**src/rtl/mem_port_arbiter_if.sv**
```systemverilog
// Bundle of cache-side and memory-side signals shared by the memory port arbiter.
// The master modport is the arbiter's view; slave is the caches plus memory model.
interface mem_port_arbiter_if #(
  parameter int ADDR_W = 64,
  parameter int DATA_W = 64
);
  logic              i_req;
  logic [ADDR_W-1:0] i_addr;
  logic              i_cancel;
  logic              i_grant;
  logic              i_data_valid;
  logic              i_done;

  logic              d_req;
  logic              d_we;
  logic [ADDR_W-1:0] d_addr;
  logic [DATA_W-1:0] d_wdata;
  logic              d_grant;
  logic              d_wnext;
  logic              d_data_valid;
  logic              d_done;

  logic [DATA_W-1:0] rdata;
  logic              busy;

  logic              mem_req;
  logic              mem_we;
  logic [ADDR_W-1:0] mem_addr;
  logic [DATA_W-1:0] mem_wdata;
  logic              mem_ack;
  logic              mem_rvalid;
  logic [DATA_W-1:0] mem_rdata;
  logic              mem_wready;

  modport master (
    input  i_req, i_addr, i_cancel,
    output i_grant, i_data_valid, i_done,
    input  d_req, d_we, d_addr, d_wdata,
    output d_grant, d_wnext, d_data_valid, d_done,
    output rdata, busy,
    output mem_req, mem_we, mem_addr, mem_wdata,
    input  mem_ack, mem_rvalid, mem_rdata, mem_wready
  );

  modport slave (
    output i_req, i_addr, i_cancel,
    input  i_grant, i_data_valid, i_done,
    output d_req, d_we, d_addr, d_wdata,
    input  d_grant, d_wnext, d_data_valid, d_done,
    input  rdata, busy,
    input  mem_req, mem_we, mem_addr, mem_wdata,
    output mem_ack, mem_rvalid, mem_rdata, mem_wready
  );
endinterface

```
**src/rtl/mem_port_arbiter.sv**
```systemverilog
// Round-robin arbiter that lends the single memory bus to the I-cache fill path or the
// D-cache fill/writeback path and walks the winner through a fixed-length burst.
module mem_port_arbiter #(
  parameter int ADDR_W    = 64,
  parameter int DATA_W    = 64,
  parameter int BURST_LEN = 8
) (
  input  logic              clk,
  input  logic              reset,
  mem_port_arbiter_if.master bus
);

  localparam int CNT_W  = $clog2(BURST_LEN + 1);
  localparam int STRIDE = DATA_W / 8;

  typedef enum logic [1:0] {IDLE, REQ, BEAT, DONE} state_t;

  state_t            state, state_next;
  logic              owner_d, owner_d_next;
  logic              last_d, last_d_next;
  logic              we, we_next;
  logic              kill, kill_next;
  logic [ADDR_W-1:0] base, base_next;
  logic [CNT_W-1:0]  count, count_next;

  logic i_eligible;
  logic win_d;
  logic beat;
  logic active;

  always_ff @(posedge clk or posedge reset) begin
    if (reset) begin
      state   <= IDLE;
      owner_d <= 1'b0;
      last_d  <= 1'b0;
      we      <= 1'b0;
      kill    <= 1'b0;
      base    <= '0;
      count   <= '0;
    end else begin
      state   <= state_next;
      owner_d <= owner_d_next;
      last_d  <= last_d_next;
      we      <= we_next;
      kill    <= kill_next;
      base    <= base_next;
      count   <= count_next;
    end
  end

  always_comb begin
    state_next   = state;
    owner_d_next = owner_d;
    last_d_next  = last_d;
    we_next      = we;
    kill_next    = kill;
    base_next    = base;
    count_next   = count;

    bus.mem_req  = 1'b0;
    bus.mem_addr = '0;

    // A cancelled fetch never competes; on a tie the side not served last wins.
    i_eligible = bus.i_req & ~bus.i_cancel;
    win_d      = bus.d_req & (~i_eligible | ~last_d);
    beat       = (state == BEAT) & (we ? bus.mem_wready : bus.mem_rvalid);
    active     = (state == REQ) | (state == BEAT);

    case (state)
      IDLE: begin
        if (i_eligible | bus.d_req) begin
          owner_d_next = win_d;
          we_next      = win_d & bus.d_we;
          base_next    = win_d ? bus.d_addr : bus.i_addr;
          count_next   = '0;
          kill_next    = 1'b0;
          state_next   = REQ;
        end
      end
      REQ: begin
        bus.mem_req  = 1'b1;
        bus.mem_addr = base;
        if (bus.mem_ack) state_next = BEAT;
      end
      BEAT: begin
        bus.mem_addr = base + ADDR_W'(count) * ADDR_W'(STRIDE);
        if (beat) begin
          count_next = count + CNT_W'(1);
          if (count == CNT_W'(BURST_LEN - 1)) state_next = DONE;
        end
      end
      DONE: begin
        last_d_next = owner_d;
        kill_next   = 1'b0;
        state_next  = IDLE;
      end
      default: state_next = IDLE;
    endcase

    // Memory cannot abort a burst, so a redirect only hides the rest of the I fill.
    if (active & ~owner_d & bus.i_cancel) kill_next = 1'b1;

    bus.mem_we       = active & we;
    bus.mem_wdata    = (active & we) ? bus.d_wdata : '0;
    bus.busy         = (state != IDLE);
    bus.i_grant      = (state != IDLE) & ~owner_d;
    bus.d_grant      = (state != IDLE) & owner_d;
    bus.i_data_valid = beat & ~we & ~owner_d & ~kill;
    bus.d_data_valid = beat & ~we & owner_d;
    bus.d_wnext      = beat & we;
    bus.i_done       = (state == DONE) & ~owner_d & ~kill;
    bus.d_done       = (state == DONE) & owner_d;
  end

  assign bus.rdata = reset ? '0 : bus.mem_rdata;

endmodule

```
**src/flat_wrapper.sv**
```systemverilog
// flat-port wrapper written by rule: the top's interface ports become plain ports
module mem_port_arbiter_flat 
#(
  parameter int ADDR_W    = 64,
  parameter int DATA_W    = 64,
  parameter int BURST_LEN = 8
)
  (clk, reset, bus_i_req, bus_i_addr, bus_i_cancel, bus_i_grant, bus_i_data_valid, bus_i_done, bus_d_req, bus_d_we, bus_d_addr, bus_d_wdata, bus_d_grant, bus_d_wnext, bus_d_data_valid, bus_d_done, bus_rdata, bus_busy, bus_mem_req, bus_mem_we, bus_mem_addr, bus_mem_wdata, bus_mem_ack, bus_mem_rvalid, bus_mem_rdata, bus_mem_wready);
  mem_port_arbiter_if #(.ADDR_W(ADDR_W), .DATA_W(DATA_W)) bus_i ();
  input  logic clk;
  input  logic reset;
  input wire logic [$bits(bus_i.i_req)-1:0] bus_i_req;
  input wire logic [$bits(bus_i.i_addr)-1:0] bus_i_addr;
  input wire logic [$bits(bus_i.i_cancel)-1:0] bus_i_cancel;
  output wire logic [$bits(bus_i.i_grant)-1:0] bus_i_grant;
  output wire logic [$bits(bus_i.i_data_valid)-1:0] bus_i_data_valid;
  output wire logic [$bits(bus_i.i_done)-1:0] bus_i_done;
  input wire logic [$bits(bus_i.d_req)-1:0] bus_d_req;
  input wire logic [$bits(bus_i.d_we)-1:0] bus_d_we;
  input wire logic [$bits(bus_i.d_addr)-1:0] bus_d_addr;
  input wire logic [$bits(bus_i.d_wdata)-1:0] bus_d_wdata;
  output wire logic [$bits(bus_i.d_grant)-1:0] bus_d_grant;
  output wire logic [$bits(bus_i.d_wnext)-1:0] bus_d_wnext;
  output wire logic [$bits(bus_i.d_data_valid)-1:0] bus_d_data_valid;
  output wire logic [$bits(bus_i.d_done)-1:0] bus_d_done;
  output wire logic [$bits(bus_i.rdata)-1:0] bus_rdata;
  output wire logic [$bits(bus_i.busy)-1:0] bus_busy;
  output wire logic [$bits(bus_i.mem_req)-1:0] bus_mem_req;
  output wire logic [$bits(bus_i.mem_we)-1:0] bus_mem_we;
  output wire logic [$bits(bus_i.mem_addr)-1:0] bus_mem_addr;
  output wire logic [$bits(bus_i.mem_wdata)-1:0] bus_mem_wdata;
  input wire logic [$bits(bus_i.mem_ack)-1:0] bus_mem_ack;
  input wire logic [$bits(bus_i.mem_rvalid)-1:0] bus_mem_rvalid;
  input wire logic [$bits(bus_i.mem_rdata)-1:0] bus_mem_rdata;
  input wire logic [$bits(bus_i.mem_wready)-1:0] bus_mem_wready;
  assign bus_i.i_req = bus_i_req;
  assign bus_i.i_addr = bus_i_addr;
  assign bus_i.i_cancel = bus_i_cancel;
  assign bus_i_grant = bus_i.i_grant;
  assign bus_i_data_valid = bus_i.i_data_valid;
  assign bus_i_done = bus_i.i_done;
  assign bus_i.d_req = bus_d_req;
  assign bus_i.d_we = bus_d_we;
  assign bus_i.d_addr = bus_d_addr;
  assign bus_i.d_wdata = bus_d_wdata;
  assign bus_d_grant = bus_i.d_grant;
  assign bus_d_wnext = bus_i.d_wnext;
  assign bus_d_data_valid = bus_i.d_data_valid;
  assign bus_d_done = bus_i.d_done;
  assign bus_rdata = bus_i.rdata;
  assign bus_busy = bus_i.busy;
  assign bus_mem_req = bus_i.mem_req;
  assign bus_mem_we = bus_i.mem_we;
  assign bus_mem_addr = bus_i.mem_addr;
  assign bus_mem_wdata = bus_i.mem_wdata;
  assign bus_i.mem_ack = bus_mem_ack;
  assign bus_i.mem_rvalid = bus_mem_rvalid;
  assign bus_i.mem_rdata = bus_mem_rdata;
  assign bus_i.mem_wready = bus_mem_wready;
  mem_port_arbiter #(.ADDR_W(ADDR_W), .DATA_W(DATA_W), .BURST_LEN(BURST_LEN)) u_core (.clk(clk), .reset(reset), .bus(bus_i));
endmodule
```
**config.mk**
```make
export PLATFORM = sky130hd
export DESIGN_NAME = mem_port_arbiter_flat
export DESIGN_NICKNAME = d
export VERILOG_FILES = /design/src/rtl/mem_port_arbiter_if.sv /design/src/rtl/mem_port_arbiter.sv /design/src/flat_wrapper.sv
export SDC_FILE = /design/constraint.sdc
export NUM_CORES = 1
export LEC_CHECK = 0
export CAP_MARGIN = 10
export CORE_AREA = 8 8 177 179
export DETAILED_ROUTE_END_ITERATION = 6
export DIE_AREA = 0 0 185 187
export PLACE_DENSITY = 0.65
export SYNTH_ARGS = -nofsm -noshare
export SYNTH_HDL_FRONTEND = slang
export SYNTH_SLANG_ARGS = --single-unit
export TNS_END_PERCENT = 50
```
**constraint.sdc**
```tcl
create_clock -name clk -period 3.9 [get_ports clk]
set_input_delay 0.78 -clock clk [delete_from_list [all_inputs] [get_ports clk]]
set_output_delay 0.78 -clock clk [all_outputs]
set_load 0.02 [all_outputs]
```
==> results of run 1 <==
path summary, 6_finish.rpt:
path	slack, ns	end	startpoint	cells after the start
worst min-delay path	0.47	u_core.base[1]$_DFFE_PP0P_	u_core.base[1]$_DFFE_PP0P_	2
worst min register to register	0.47	u_core.base[1]$_DFFE_PP0P_	u_core.base[1]$_DFFE_PP0P_	2
min in group asynchronous	1.04	u_core.base[61]$_DFFE_PP0P_	reset	2
worst max-delay path	0.05	bus_mem_addr[24]	u_core.count[2]$_DFFE_PP0P_	8
worst max register to register	1.53	u_core.state[1]$_DFFE_PP0P_	u_core.we$_DFFE_PP0P_	4
max in group asynchronous	2.19	u_core.base[21]$_DFFE_PP0P_	reset	3
worst max-delay path, stage by stage (launching register included):
cell             delay (ns)
dfrtp_1                0.43
ha_1                   0.36
o21ai_0                0.13
o21bai_2               0.34
nand2_2                0.22
buf_4                  0.21
o211a_1                0.20
a221o_1                0.27
clkdlybuf4s50_1        0.57
power groups by stage:
stage | clock [mW] | sequential, mW | combinational, mW
3_3_place_gp | 0 | 1.62 | 4.59
3_5_place_dp | 0 | 1.63 | 4.63
6_report | 0.899 | 1.64 | 4.47
5_1_grt | 0.957 | 1.72 | 4.87
4_1_cts | 0.926 | 1.62 | 4.56
2_1_floorplan | 0 | 1.44 | 2.55
through the flow:
stage	worst slack (ns)	cell area (sq um)
after floorplan	0.144	6680
after global placement	0.0665	11900
after detailed placement	-0.00195	11900
after CTS	-0.0212	12200
after global routing	-0.150	12200
final	0.0461	12200
layout by cell type, fill, tap and decap left out, types with 10 or more instances in the layout:
| master | Yosys | layout |
|---|---|---|
| a21oi_1 | 16 | 14 |
| nand2_1 | 112 | 110 |
| nor2b_1 | 70 | 70 |
| nand4_1 | 20 | 20 |
| nor2_1 | 19 | 19 |
| mux2i_1 | 68 | 68 |
| inv_1 | 17 | 16 |
| dlygate4sd2_1 | 0 | 13 |
| buf_12 | 0 | 10 |
| nand3_1 | 36 | 35 |
| clkdlybuf4s50_1 | 0 | 416 |
| dlymetal6s2s_1 | 0 | 14 |
| o41ai_1 | 11 | 10 |
| a31oi_1 | 13 | 13 |
| clkbuf_2 | 0 | 13 |
| o21ai_0 | 105 | 105 |
| o311ai_0 | 20 | 17 |
| dfrtp_1 | 74 | 73 |
| buf_4 | 0 | 28 |
| and3_1 | 77 | 76 |
final cells by class:
cell class	instances	area, sq um	share of cell area
clock inverter	1	30.0	0.00245
clock buffer	15	288	0.0235
sequential	74	1850	0.151
antenna	2	5.00	0.000409
tap	384	480	0.0393
multi-input combinational	700	4520	0.369
timing repair buffer	501	5000	0.408
inverter	17	65.1	0.00532
flip-flops by register name, summed over array words and instances, names as in the netlist:
| signal | flops |
|---|---|
| u_core.last_d | 1 |
| u_core.base | 64 |
| u_core.kill | 1 |
| u_core.count | 4 |
| u_core.state | 2 |
| u_core.we | 1 |
| u_core.owner_d | 1 |
kinds of logic after synthesis:
| logic type | Yosys count |
|---|---|
| compound gates | 217 |
| fa+ha+maj | 10 |
| buf+inv | 99 |
| flops | 74 |
| mux | 70 |
| simple gates | 403 |
repair_timing:
| item | CTS | global route |
|---|---|---|
| pin swaps | 0 | 1 |
| resized for setup | 38 | 63 |
| setup buffers | 0 | 1 |
| setup endpoints to repair | 34 | 40 |
| cloned | 0 | 0 |
cells in the mapped netlist, drive strengths merged (17+ instances only):
cell type	count	share of area
and3	77	0.072
o21ai	106	0.079
dfrtp	74	0.28
nand2	112	0.063
nand3	37	0.028
mux2i	68	0.10
o311ai	20	0.026
nand4	21	0.021
nor2b	70	0.066
nor2	19	0.011
clkbuf	66	0.037
inv	17	0.0095
per-layer routing:
metal / vias to the layer above / track usage / wire length [microns]
met3: 28 / 0.0503 / 2930
met4: 0 / 0.0520 / 592
met2: 326 / 0.323 / 16800
met1: 3925 / 0.240 / 14800
li1: 4079 / - / -
met5: - / 0 / 0
==> run_results.csv, run 1 <==
group,metric,value,unit
power,switchingPower,3.41,mW
finish,layout-drive-gt1-share,0.0742,
sta,max_freq,259,MHz
clock_network,clkLatencyLatePin,0.34,ns
logic_synthesis,synth_area_per_cell,7.65,sq um
clock_network,cts_tree,"yes",
sta,fin_crit_sh,0.988,
drt,post-route-drc-count,0,
logic_synthesis,synth_warnings,0,
worst_hold_path,min_path_type,"reg2reg",
sta,drv_slew,0,
logic_synthesis,mappedNetlistNets,1148,
finish,area_growth_syn_to_layout,83.1,%
finish,fin_util,0.431,
logic_synthesis,synth-simple-area-share,0.332,
sta,timing.setup.tns,0,ns
place,dp.cells,1675,
clock_network,cts_htree_levels,3,
logic_synthesis,synth_flop_cell,"dfrtp_1",
power,vdd_ir_drop_max,0.262,mV
place,io_buffer_count,466,
sta,post-route-min-period,3.85,ns
power,swShare,0.487,
worst_setup_path,critPathRequiredTime,3.12,ns
logic_synthesis,synth_edf_count,0,
logic_synthesis,synth_compound_area_frac,0.207,
floorplanning,ios,467,
flow_run,cap_viol_max_count,0,
sta,clock_skew,0.00874,ns
worst_setup_path,cp-end-kind,"output pin",
sta,hold_viol,0,
global_route,first_global_vias,8356,
finish,nets,1578,
worst_setup_path,critPathLaunchType,"register",
floorplanning,initial_core_util,0.235,
global_route,grt_max_degree,133,
power,p_seq_frac,0.234,
logic_synthesis,synth.area.mux_share,0.105,
power,leakagePower,5.28,nW
drt,routed-via-count,8358,
status,outcome,"finished clean",
logic_synthesis,synthCells,873,
global_route,grt_pass1_wl,52.3,mm
drt,dr.pass1.iters,5,
sta,fin_hold_ws,0.471,ns
global_route,grtUsageTotal,0.193,
finish,fill_cells,2874,
worst_setup_path,timing_worst_setup_path_type,"reg2out",
logic_synthesis,synth_xor_area_frac,0,
sta,rsz0062_at_grt,"true",
clock_network,cts.hold.buffers_added,0,
drt,drtAntennaViolNets,0,
clock_network,path_clk_slew,0.06,ns
logic_synthesis,ys_ff_latch,74,
power,p_comb_frac,0.638,
floorplanning,coreArea,0.0284,sq mm
drt,viasPerCell,4.93,
logic_synthesis,synthArstFlopShare,1.00,
clock_network,ctsLongestPathBuffers,2,
power,power.density,573,mW/mm^2
floorplanning,die_h,187,microns
drt,routedWlPerCell,20.7,microns
place,place_congestion,0.880,
power,power.internal,3.60,mW
sta,relSlewSlack,0.367,
power,pwr-share-clk,0.128,
floorplanning,rows,62,
clock_network,cts_root_buf,"clkbuf_16",
floorplanning,die_area,0.0346,sq mm
logic_synthesis,synth_top_family_by_area,"simple AND/OR/NAND/NOR gates",
place,hpwl,28.3,mm
global_route,grt.overflow.total,0,
power,p_total,7.01,mW
worst_setup_path,cp_max_fo,11,
worst_setup_path,arrival,3.07,ns
logic_synthesis,synthDistinctLibCells,60,
clock_network,cts_sinks,74,
sta,setup-violations-final,0,
drt,wirelength,35.1,mm
global_route,antenna_found_initial,2,
sta,worst_pin_slew,0.950,ns
logic_synthesis,synth_fa_ha_area_frac,0.0198,
clock_network,cts_made_buffers,9,
floorplanning,die_w,185,microns
finish,fin_cells,1694,
logic_synthesis,ys_seq_area_frac,0.277,
logic_synthesis,synth_area,0.00668,sq mm
drt,drtIter0Drc,526,
(Power assumes the default switching activity.)
==> run 2, diff against run 1 <==
- CORE_AREA: 8 8 177 179 -> 2 2 181 183
- DIE_AREA: 0 0 185 187 -> 0 0 183 185
- PLACE_DENSITY: 0.65 -> 0.6
==> run 2 against run 1 <==
  * Clock power is 5.1% lower
  * Sequential power grew 2%
  * Largest cell class unchanged
  * Critical path depth is 1 lower
  * Fmax is 0.41% higher
==> run_results.csv, run 2 (synthesis gave the netlist of run 1 again) <==
group,metric,value,unit
status,outcome,"finished clean",
finish,nets,1579,
sta,hold_viol,0,
drt,drtAntennaViolNets,0,
worst_setup_path,r2r_end,"u_core.state[1]$_DFFE_PP0P_",
finish,largest-register,"u_core.base",
floorplanning,die_w,183,microns
global_route,grtUsageTotal,0.183,
global_route,first_global_vias,8031,
floorplanning,initial_core_util,0.209,
clock_network,cts_tree,"yes",
drt,dr.pass1.iters,5,
sta,worst_pin_slew,1.14,ns
finish,fin_util,0.382,
global_route,grt_pass1_wl,48.0,mm
drt,routedWlPerCell,18.7,microns
clock_network,cts_htree_levels,3,
power,power.density,569,mW/mm^2
finish,final_common_cell,"clkdlybuf4s50_1",
worst_setup_path,r2r_cells,4,
power,power.internal,3.56,mW
power,pwr-share-clk,0.122,
drt,post-route-drc-count,0,
clock_network,cts.hold.buffers_added,0,
drt,drtIter0Drc,409,
sta,fin_hold_ws,0.474,ns
worst_setup_path,cp-end-kind,"output pin",
place,placed_area,0.0119,sq mm
worst_setup_path,timing_worst_setup_path_type,"reg2out",
worst_hold_path,min_path_type,"reg2reg",
place,hpwl,25.3,mm
sta,drv_slew,0,
worst_hold_path,hold_depth,2,
sta,relSlewSlack,0.241,
clock_network,path_clk_slew,0.06,ns
floorplanning,rows,66,
clock_network,cts_made_buffers,9,
power,leakagePower,5.20,nW
power,vdd_ir_drop_max,0.263,mV
sta,max_freq,261,MHz
global_route,antenna_found_initial,0,
worst_hold_path,hold_end,"u_core.base[2]$_DFFE_PP0P_",
floorplanning,die_area,0.0339,sq mm
worst_setup_path,r2r-start,"u_core.we$_DFFE_PP0P_",
floorplanning,die_h,185,microns
sta,setup-violations-final,0,
place,io_buffer_count,466,
sta,post-route-min-period,3.84,ns
drt,viasPerCell,4.83,
flow_run,cap_viol_max_count,0,
finish,area_growth_syn_to_layout,83.3,%
power,switchingPower,3.41,mW
drt,wirelength,32.2,mm
floorplanning,coreArea,0.0320,sq mm
finish,largest_register_ffs,64,
finish,regArea,0.00185,sq mm
worst_setup_path,critPathRequiredTime,3.12,ns
global_route,grt.overflow.total,0,
finish,layout-drive-gt1-share,0.0779,
finish,design_area,0.0122,sq mm
worst_setup_path,cp_max_fo,17,
drt,routed-via-count,8295,
floorplanning,ios,467,
finish,antennaDiodeCount,0,
finish,fill_cells,3232,
worst_setup_path,rrSetupSlack,1.63,ns
finish,multi_input_area,0.00455,sq mm
finish,fin_cells,1717,
clock_network,clkLatencyLatePin,0.34,ns
clock_network,ctsLongestPathBuffers,2,
worst_setup_path,arrival,3.06,ns
global_route,grt_max_degree,79,
worst_hold_path,hold_path.startpoint,"u_core.base[2]$_DFFE_PP0P_",
sta,fin_crit_sh,0.984,
clock_network,cts_sinks,74,
finish,reg_top3,"u_core.base: 64 flops, u_core.count: 4 flops, u_core.state: 2 flops",
worst_setup_path,critPathLaunchType,"register",
power,p_seq_frac,0.241,
clock_network,cts_root_buf,"clkbuf_16",
sta,clock_skew,0.00570,ns
finish,final_cell_mix,"clkdlybuf4s50_1, nand2_1, o21ai_0",
power,swShare,0.489,
sta,rsz0062_at_grt,"true",
place,dp.cells,1698,
power,p_comb_frac,0.637,
place,place_congestion,0.846,
run 2: changes by cell type in the layout (fill, tap and decap cells not counted), sizes merged:
cell | before | now
clkdlybuf4s15 | 3 | 0
dlygate4sd2 | 13 | 11
clkinvlp | 0 | 1
clkinv | 1 | 3
buf | 41 | 43
clkdlybuf4s50 | 416 | 424
dlymetal6s2s | 14 | 9
diode | 2 | 0
dlygate4sd1 | 1 | 0
clkbuf | 28 | 27
run 2: repair_timing:
action                     in CTS  in global routing
pin swaps                       0                  3
setup endpoints to repair      35                 40
gates resized for setup        31                 65
setup buffers                   0                  3
run 2: stage by stage:
stage	total power, mW	setup TNS, ns	setup WS, ns
floorplan	3.99	0	0.144
global placement	6.20	0	0.187
detailed placement	6.24	0	0.124
CTS	7.06	-0.0797	-0.0281
global route	7.52	-0.272	-0.122
finish	6.97	0	0.0619
run 2: power by group through the flow:
stage	registers, mW	logic [mW]	clock network [mW]
finish	1.68	4.44	0.853
global route	1.75	4.86	0.909
CTS	1.66	4.52	0.882
detailed placement	1.67	4.57	0
global placement	1.66	4.55	0
floorplan	1.44	2.55	0
run 2: worst max path at each step:
stage                                      from                to  slack, ns  cells after the start
CTS                 u_core.base[14]$_DFFE_PP0P_  bus_mem_addr[26]      -0.03                      7
finish              u_core.count[2]$_DFFE_PP0P_  bus_mem_addr[32]       0.06                      7
floorplan           u_core.count[0]$_DFFE_PP0P_  bus_mem_addr[57]       0.14                      9
global route        u_core.count[2]$_DFFE_PP0P_  bus_mem_addr[32]      -0.12                      7
global placement     u_core.base[3]$_DFFE_PP0P_  bus_mem_addr[17]       0.19                     11
detailed placement   u_core.base[3]$_DFFE_PP0P_  bus_mem_addr[37]       0.12                     10
run 2: cell type report:
class                           count  share of cell area
Timing Repair Buffer              502               0.406
Multi-Input combinational cell    700               0.372
Sequential cell                    74               0.151
Tap cell                          408              0.0417
Clock buffer                       12              0.0201
Inverter                           17             0.00531
Clock inverter                      4             0.00419
run 2: worst max-delay path, stage by stage, from the launching register on:
cell	delay, ns
dfrtp_1	0.43
ha_1	0.35
o21ai_0	0.14
o21bai_2	0.25
buf_6	0.24
nand3_1	0.20
o41ai_1	0.41
clkdlybuf4s50_1	0.69
run 2: metal layers:
metal	GRT usage	up-vias	routed length [microns]
met5	0	-	0
met4	0.0365	0	380
met3	0.0556	20	2600
met2	0.321	305	15900
met1	0.221	3895	13300
li1	-	4075	-
